### src/rtl/uart_fifo_burst_tx_mgr_pkg.sv
// rtl/uart_fifo_burst_tx_mgr_pkg.sv - shared types and limits for the FIFO-to-UART transmit manager
// Purpose: FSM state encoding, legal parameter ranges and counter widths used by
//          uart_fifo_burst_tx_mgr and uart_tx_gap_timer.
// Ports:   none (package).
package uart_tx_pkg;

  typedef enum logic [2:0] {
    ST_IDLE  = 3'd0,
    ST_RDREQ = 3'd1,
    ST_WAIT  = 3'd2,
    ST_LOAD  = 3'd3,
    ST_SEND  = 3'd4,
    ST_GAP   = 3'd5
  } state_e;

  localparam int LAT_CNT_W = 2;
  localparam int GAP_CNT_W = 8;

  localparam int RD_LAT_MIN  = 1;
  localparam int RD_LAT_MAX  = 1 << LAT_CNT_W;
  localparam int GAP_CYC_MIN = 0;
  localparam int GAP_CYC_MAX = (1 << GAP_CNT_W) - 1;

endpackage

### src/rtl/uart_fifo_burst_tx_mgr_gap_timer.sv
// rtl/uart_fifo_burst_tx_mgr_gap_timer.sv - loadable down-counter with done flag
// Purpose: counts the FIFO read-latency wait and the inter-frame idle gap.
//          Only built when UART_TX_MGR_GAP_EN is defined.
// Ports:   CLK, RST      clock, synchronous active-high reset
//          load          load load_val into the counter this cycle
//          load_val      value loaded (cycles remaining minus one)
//          done          counter has reached zero
`ifdef UART_TX_MGR_GAP_EN
module uart_tx_gap_timer
  import uart_tx_pkg::*;
(
  input  logic                 CLK,
  input  logic                 RST,
  input  logic                 load,
  input  logic [GAP_CNT_W-1:0] load_val,
  output logic                 done
);

  logic [GAP_CNT_W-1:0] cnt;

  always_ff @(posedge CLK) begin
    if (RST)
      cnt <= '0;
    else if (load)
      cnt <= load_val;
    else if (cnt != '0)
      cnt <= cnt - GAP_CNT_W'(1);
  end

  assign done = (cnt == '0);

endmodule
`endif

### src/rtl/uart_fifo_burst_tx_mgr.sv
// rtl/uart_fifo_burst_tx_mgr.sv - drains a synchronous FIFO into the UART TX core one frame at a time
// Purpose: IDLE -> RDREQ -> (WAIT) -> LOAD -> SEND -> (GAP) -> IDLE frame sequencer.
// Option:  UART_TX_MGR_GAP_EN adds the GAP state and gap timer (GAP_CYC idle cycles per frame).
// Ports:   CLK, RST        clock, synchronous active-high reset
//          Empty_sig       FIFO empty flag (sampled in IDLE only)
//          RD_Req_sig      one-cycle FIFO read strobe
//          FIFO_RD_Dat     FIFO read data, valid RD_LAT cycles after RD_Req_sig
//          Pause           blocks the start of a new frame (sampled in IDLE only)
//          Tx_Dat, TxEn    registered payload and transmit enable to the UART core
//          Tx_Done_sig     UART frame complete pulse (honoured in SEND only)
//          Busy            state is not IDLE
//          Byte_Cnt        completed-frame counter, wraps
module uart_fifo_burst_tx_mgr
  import uart_tx_pkg::*;
#(
  parameter int DW      = 8,
  parameter int RD_LAT  = 1,
  parameter int GAP_CYC = 0,
  parameter int CNT_W   = 16
) (
  input  logic             CLK,
  input  logic             RST,
  input  logic             Empty_sig,
  output logic             RD_Req_sig,
  input  logic [DW-1:0]    FIFO_RD_Dat,
  input  logic             Pause,
  output logic [DW-1:0]    Tx_Dat,
  output logic             TxEn,
  input  logic             Tx_Done_sig,
  output logic             Busy,
  output logic [CNT_W-1:0] Byte_Cnt
);

  localparam logic [2:0] S_IDLE  = ST_IDLE;
  localparam logic [2:0] S_RDREQ = ST_RDREQ;
  localparam logic [2:0] S_WAIT  = ST_WAIT;
  localparam logic [2:0] S_LOAD  = ST_LOAD;
  localparam logic [2:0] S_SEND  = ST_SEND;

  // WAIT leaves when the counter hits zero, so load one less than the WAIT length (RD_LAT-1).
  localparam int LAT_LOAD = (RD_LAT > 1) ? RD_LAT - 2 : 0;

  if (RD_LAT < RD_LAT_MIN || RD_LAT > RD_LAT_MAX) begin : g_bad_rd_lat
    $error("RD_LAT out of range");
  end
  if (GAP_CYC < GAP_CYC_MIN || GAP_CYC > GAP_CYC_MAX) begin : g_bad_gap_cyc
    $error("GAP_CYC out of range");
  end

  logic [2:0] state, state_nxt;
  logic       wait_done;

`ifdef UART_TX_MGR_GAP_EN
  localparam logic [2:0] S_GAP = ST_GAP;
  localparam int GAP_LOAD = (GAP_CYC > 0) ? GAP_CYC - 1 : 0;

  logic                 tmr_load;
  logic [GAP_CNT_W-1:0] tmr_val;
  logic                 tmr_done;

  // One timer serves both waits: loaded in RDREQ for the latency, and in every
  // SEND cycle for the gap (only the last SEND load survives into GAP).
  assign tmr_load = (state == S_RDREQ) || (state == S_SEND);
  assign tmr_val  = (state == S_RDREQ) ? GAP_CNT_W'(LAT_LOAD) : GAP_CNT_W'(GAP_LOAD);

  uart_tx_gap_timer u_gap_timer (
    .CLK      (CLK),
    .RST      (RST),
    .load     (tmr_load),
    .load_val (tmr_val),
    .done     (tmr_done)
  );

  assign wait_done = tmr_done;
`else
  logic [LAT_CNT_W-1:0] lat_cnt;

  always_ff @(posedge CLK) begin
    if (RST)
      lat_cnt <= '0;
    else if (state == S_RDREQ)
      lat_cnt <= LAT_CNT_W'(LAT_LOAD);
    else if (lat_cnt != '0)
      lat_cnt <= lat_cnt - LAT_CNT_W'(1);
  end

  assign wait_done = (lat_cnt == '0);
`endif

  always_comb begin
    state_nxt = state;
    case (state)
      S_IDLE:  if (!Empty_sig && !Pause) state_nxt = S_RDREQ;
      S_RDREQ: state_nxt = (RD_LAT > 1) ? S_WAIT : S_LOAD;
      S_WAIT:  if (wait_done) state_nxt = S_LOAD;
      S_LOAD:  state_nxt = S_SEND;
`ifdef UART_TX_MGR_GAP_EN
      S_SEND:  if (Tx_Done_sig) state_nxt = (GAP_CYC > 0) ? S_GAP : S_IDLE;
      S_GAP:   if (tmr_done) state_nxt = S_IDLE;
`else
      S_SEND:  if (Tx_Done_sig) state_nxt = S_IDLE;
`endif
      default: state_nxt = S_IDLE;
    endcase
  end

  always_ff @(posedge CLK) begin
    if (RST) begin
      state    <= S_IDLE;
      Tx_Dat   <= '0;
      Byte_Cnt <= '0;
    end else begin
      state <= state_nxt;
      if (state == S_LOAD)
        Tx_Dat <= FIFO_RD_Dat;
      if (state == S_SEND && Tx_Done_sig)
        Byte_Cnt <= Byte_Cnt + CNT_W'(1);
    end
  end

  assign RD_Req_sig = (state == S_RDREQ);
  assign TxEn       = (state == S_SEND);
  assign Busy       = (state != S_IDLE);

endmodule

### config.mk
export PLATFORM = sky130hd
export DESIGN_NAME = uart_fifo_burst_tx_mgr
export DESIGN_NICKNAME = d
export VERILOG_FILES = /design/src/rtl/uart_fifo_burst_tx_mgr_pkg.sv /design/src/rtl/uart_fifo_burst_tx_mgr_gap_timer.sv /design/src/rtl/uart_fifo_burst_tx_mgr.sv
export SDC_FILE = /design/constraint.sdc
export NUM_CORES = 1
export LEC_CHECK = 0
export CORE_UTILIZATION = 49
export DETAILED_ROUTE_END_ITERATION = 12
export PLACE_DENSITY = 0.89
export SLEW_MARGIN = 20
export SYNTH_ARGS = -nofsm -noshare
export SYNTH_HDL_FRONTEND = slang
export SYNTH_SLANG_ARGS = --single-unit
### constraint.sdc
create_clock -name CLK -period 2.8 [get_ports CLK]
set_input_delay 0.28 -clock CLK [delete_from_list [all_inputs] [get_ports CLK]]
set_output_delay 0.28 -clock CLK [all_outputs]
set_load 0.02 [all_outputs]
==> results.yml <==
clock_tree:
  clkTransAtPathRegs_ns: 0.09
  clkLatencyLatePin_ns: 0.33
  cts_root_buf: "clkbuf_4"
  cts_tree: "built"
  cts_max_level: 2
  cts_buffers: 5
  post-cts-setup-buffers: 0
  cts.sinks: 29
  clock_path_buffers: 2
  cts_hold_buf: 0
  cts_repair_resize_count: 0
floorplan:
  core_um2: 2500
  start_util_pct: 52.10
  die_w_um: 53.56
  dieHeight_um: 53.56
  io_pins: 40
  row_count: 18
  design.die.area_um2: 2868
job:
  drv_cap: 0
detailed_routing:
  drt_iter0_drc: 26
  num_vias: 1141
  viasPerCell: 5.307
  drt-pass1-iter-count: 4
  antenna_left: 0
  drcViolationCount: 0
  routed_wl_mm: 2.892
  wl_per_cell_um: 13.45
setup_path:
  worstPathRequired_ns: 2.52
  cp_data_arrival_time_ns: 1.98
  start_kind: "register"
  crit_path_end_kind: "primary output"
  r2r_start: "state[1]$_SDFFE_PP0P_"
  crit_type: "register to primary output"
  worstSetupStartpoint: "state[0]$_SDFFE_PP0P_"
  critPathMaxFanout: 10
power:
  ir_drop_v: 0.0005580
  combPwrFrac_pct: 30.4
  pwr-share-clk_pct: 28.0
  seq_power_share_pct: 41.6
  powerDensity_nw_per_um2: 712.3
  internal_power_uw: 873.8
  p_leak_uw: 0.0006653
  power.net_switching_uw: 399.8
  switching_share_pct: 31.39
place:
  numPortBuffers: 39
  gp_congestion: 0.8031
  dpl_cell_area_um2: 1703
  dpl.hpwl_mm: 2.042
layout:
  layout-drive-gt1-share_pct: 6.486
  layout.nets: 199
  final_area_um2: 1788
  antenna_cells: 0
  area_growth_pct: 37.27
yosys:
  synthFlopType: "dfxtp_1"
  yosys.area.top_type_share_pct: 44.57
  synth-seq-cells: 29
  yosys.area_share.simple_pct: 28.24
  synth_edf_count: 0
  synth-xor-area-share_pct: 7.397
  ys.warnings.count: 0
  async_flop_share_pct: 0
  synth_area_per_cell_um2: 9.045
  yosysTopAreaCell: "dfxtp_1"
  synth_compound_area_share_pct: 5.091
  synthAdderAreaFrac_pct: 1.921
  synth.distinct_cells: 32
  synth.mux.area_fraction_pct: 8.646
  syn_nets: 159
  seq_area_frac_synth_pct: 44.57
  synth.area.top_cells: "dfxtp_1 45%, mux2i_1 6.9%, nor2_1 6.6%, xnor2_1 5.4%, nor3_1 2.7%"
  synthCells: 144
  synth_top_family_by_area: "simple AND/OR/NAND/NOR gates"
  syn_area_um2: 1302
timing:
  final-setup-viol-count: 0
  finalSetupTns_ns: 0
  drv_slew: 0
  rsz0062_at_grt: "false"
  fin_crit_sh_pct: 80.57
  hold_violations: 0
  fmax_mhz: 443.3
  post-route-min-period_ns: 2.256
  max-slew-margin-rel_pct: 56.78
  worst_pin_slew_ns: 0.6463
  fin_worst_skew_ns: 0.01063
hold_path:
  hold_path_class: "register to register"
  hold_path_startpoint: "Tx_Dat[1]$_SDFFE_PP0P_"
global_route:
  antenna_found_initial: 0
  grt_first_pass_wirelength_mm: 4.416
  first_global_vias: 1024
  grt_overflow_total: 0
  gr-usage-all-layers_pct: 22.27
  grt_max_degree: 20
status:
  outcome: "finished clean"
final timing paths:
path	slack (ns)	depth (start not counted)	to
min	0.50	2	Tx_Dat[1]$_SDFFE_PP0P_
max	0.54	2	RD_Req_sig
max reg2reg	0.81	4	Byte_Cnt[15]$_SDFFE_PP0P_
min reg2reg	0.50	2	Tx_Dat[1]$_SDFFE_PP0P_
power groups by stage:
| stage | Clock (µW) | Combinational (µW) | Sequential [µW] |
|---|---|---|---|
| 4_1_cts | 362 | 392 | 529 |
| 3_5_place_dp | 0 | 388 | 538 |
| 5_1_grt | 388 | 419 | 537 |
| 2_1_floorplan | 0 | 288 | 513 |
| 6_report | 357 | 387 | 530 |
| 3_3_place_gp | 0 | 371 | 530 |
critical path: stages, from the launching register on:
cell and delay (ns):
dfxtp_1 0.54, nor3b_1 0.42, clkdlybuf4s50_1 0.69
kinds of logic (layout without fill, tap and decap cells):
kind of cell	Yosys count	in the layout
multiplexers	11	11
adder cells (fa/ha/maj)	2	2
buffers and inverters	12	53
AND/OR/NAND/NOR	67	67
AO/OA/AOI/OAI	12	12
flip-flops	29	29
XOR/XNOR	11	11
Yosys cell counts, drive strengths merged, types with 2 or more instances:
library cell  count
o21ai             4
nand2             6
nand4             2
or3               4
nor3              7
xor2              3
a21oi             6
nand3             6
clkbuf            4
ha                2
nor3b             2
dfxtp            29
mux2              2
buf               3
nor4              5
inv               5
nor2             23
xnor2             8
nor2b             3
nand4b            2
mux2i             9
cells in the final DEF, fill, tap and decap left out, drive strengths merged, types with 5 or more instances in the layout:
cell type | synthesis | routed
clkbuf | 4 | 7
xnor2 | 8 | 8
nand3 | 6 | 6
mux2i | 9 | 9
nor4 | 5 | 5
nand2 | 6 | 6
nor2 | 23 | 23
nor3 | 7 | 7
clkdlybuf4s50 | 0 | 39
inv | 5 | 5
a21oi | 6 | 6
dfxtp | 29 | 29
metal layers:
| layer | vias to the layer above | part of all wire, % | track usage, % |
|---|---|---|---|
| met5 | - | 0 | 0 |
| met4 | 0 | 1.4 | 10.09 |
| met3 | 6 | 5.5 | 9.322 |
| met2 | 36 | 49 | 36.04 |
| met1 | 523 | 44 | 25.43 |
| li1 | 576 | - | - |
sequential cells by signal (all words and copies together) (netlist names):
| register | count |
|---|---|
| lat_cnt | 2 |
| Tx_Dat | 8 |
| state | 3 |
| Byte_Cnt | 16 |
per-stage QoR:
stage | total power [µW] | setup slack [ns] | hold slack (ns) | std cells | utilization [%]
after floorplan | 800.5 | 1.020 | 0.3715 | 144 | -
after global placement | 900.3 | 0.6337 | 0.4767 | 207 | 68.12
after CTS | 1283 | 0.5291 | 0.5115 | 215 | 71.52
final | 1274 | 0.5440 | 0.5044 | 215 | 71.52
after global routing | 1345 | 0.4704 | 0.5156 | 215 | 71.52
after detailed placement | 925.8 | 0.5579 | 0.4878 | 207 | 68.12
final cells by class:
| cell class | instances | area [µm²] |
|---|---|---|
| fill | 184 | 711.9 |
| multi-input combinational | 103 | 668.1 |
| sequential | 29 | 580.6 |
| timing repair buffer | 40 | 397.9 |
| clock buffer | 7 | 55.05 |
| tap | 30 | 37.54 |
| clock inverter | 1 | 30.03 |
| inverter | 5 | 18.77 |
(Power assumes the default switching activity.)
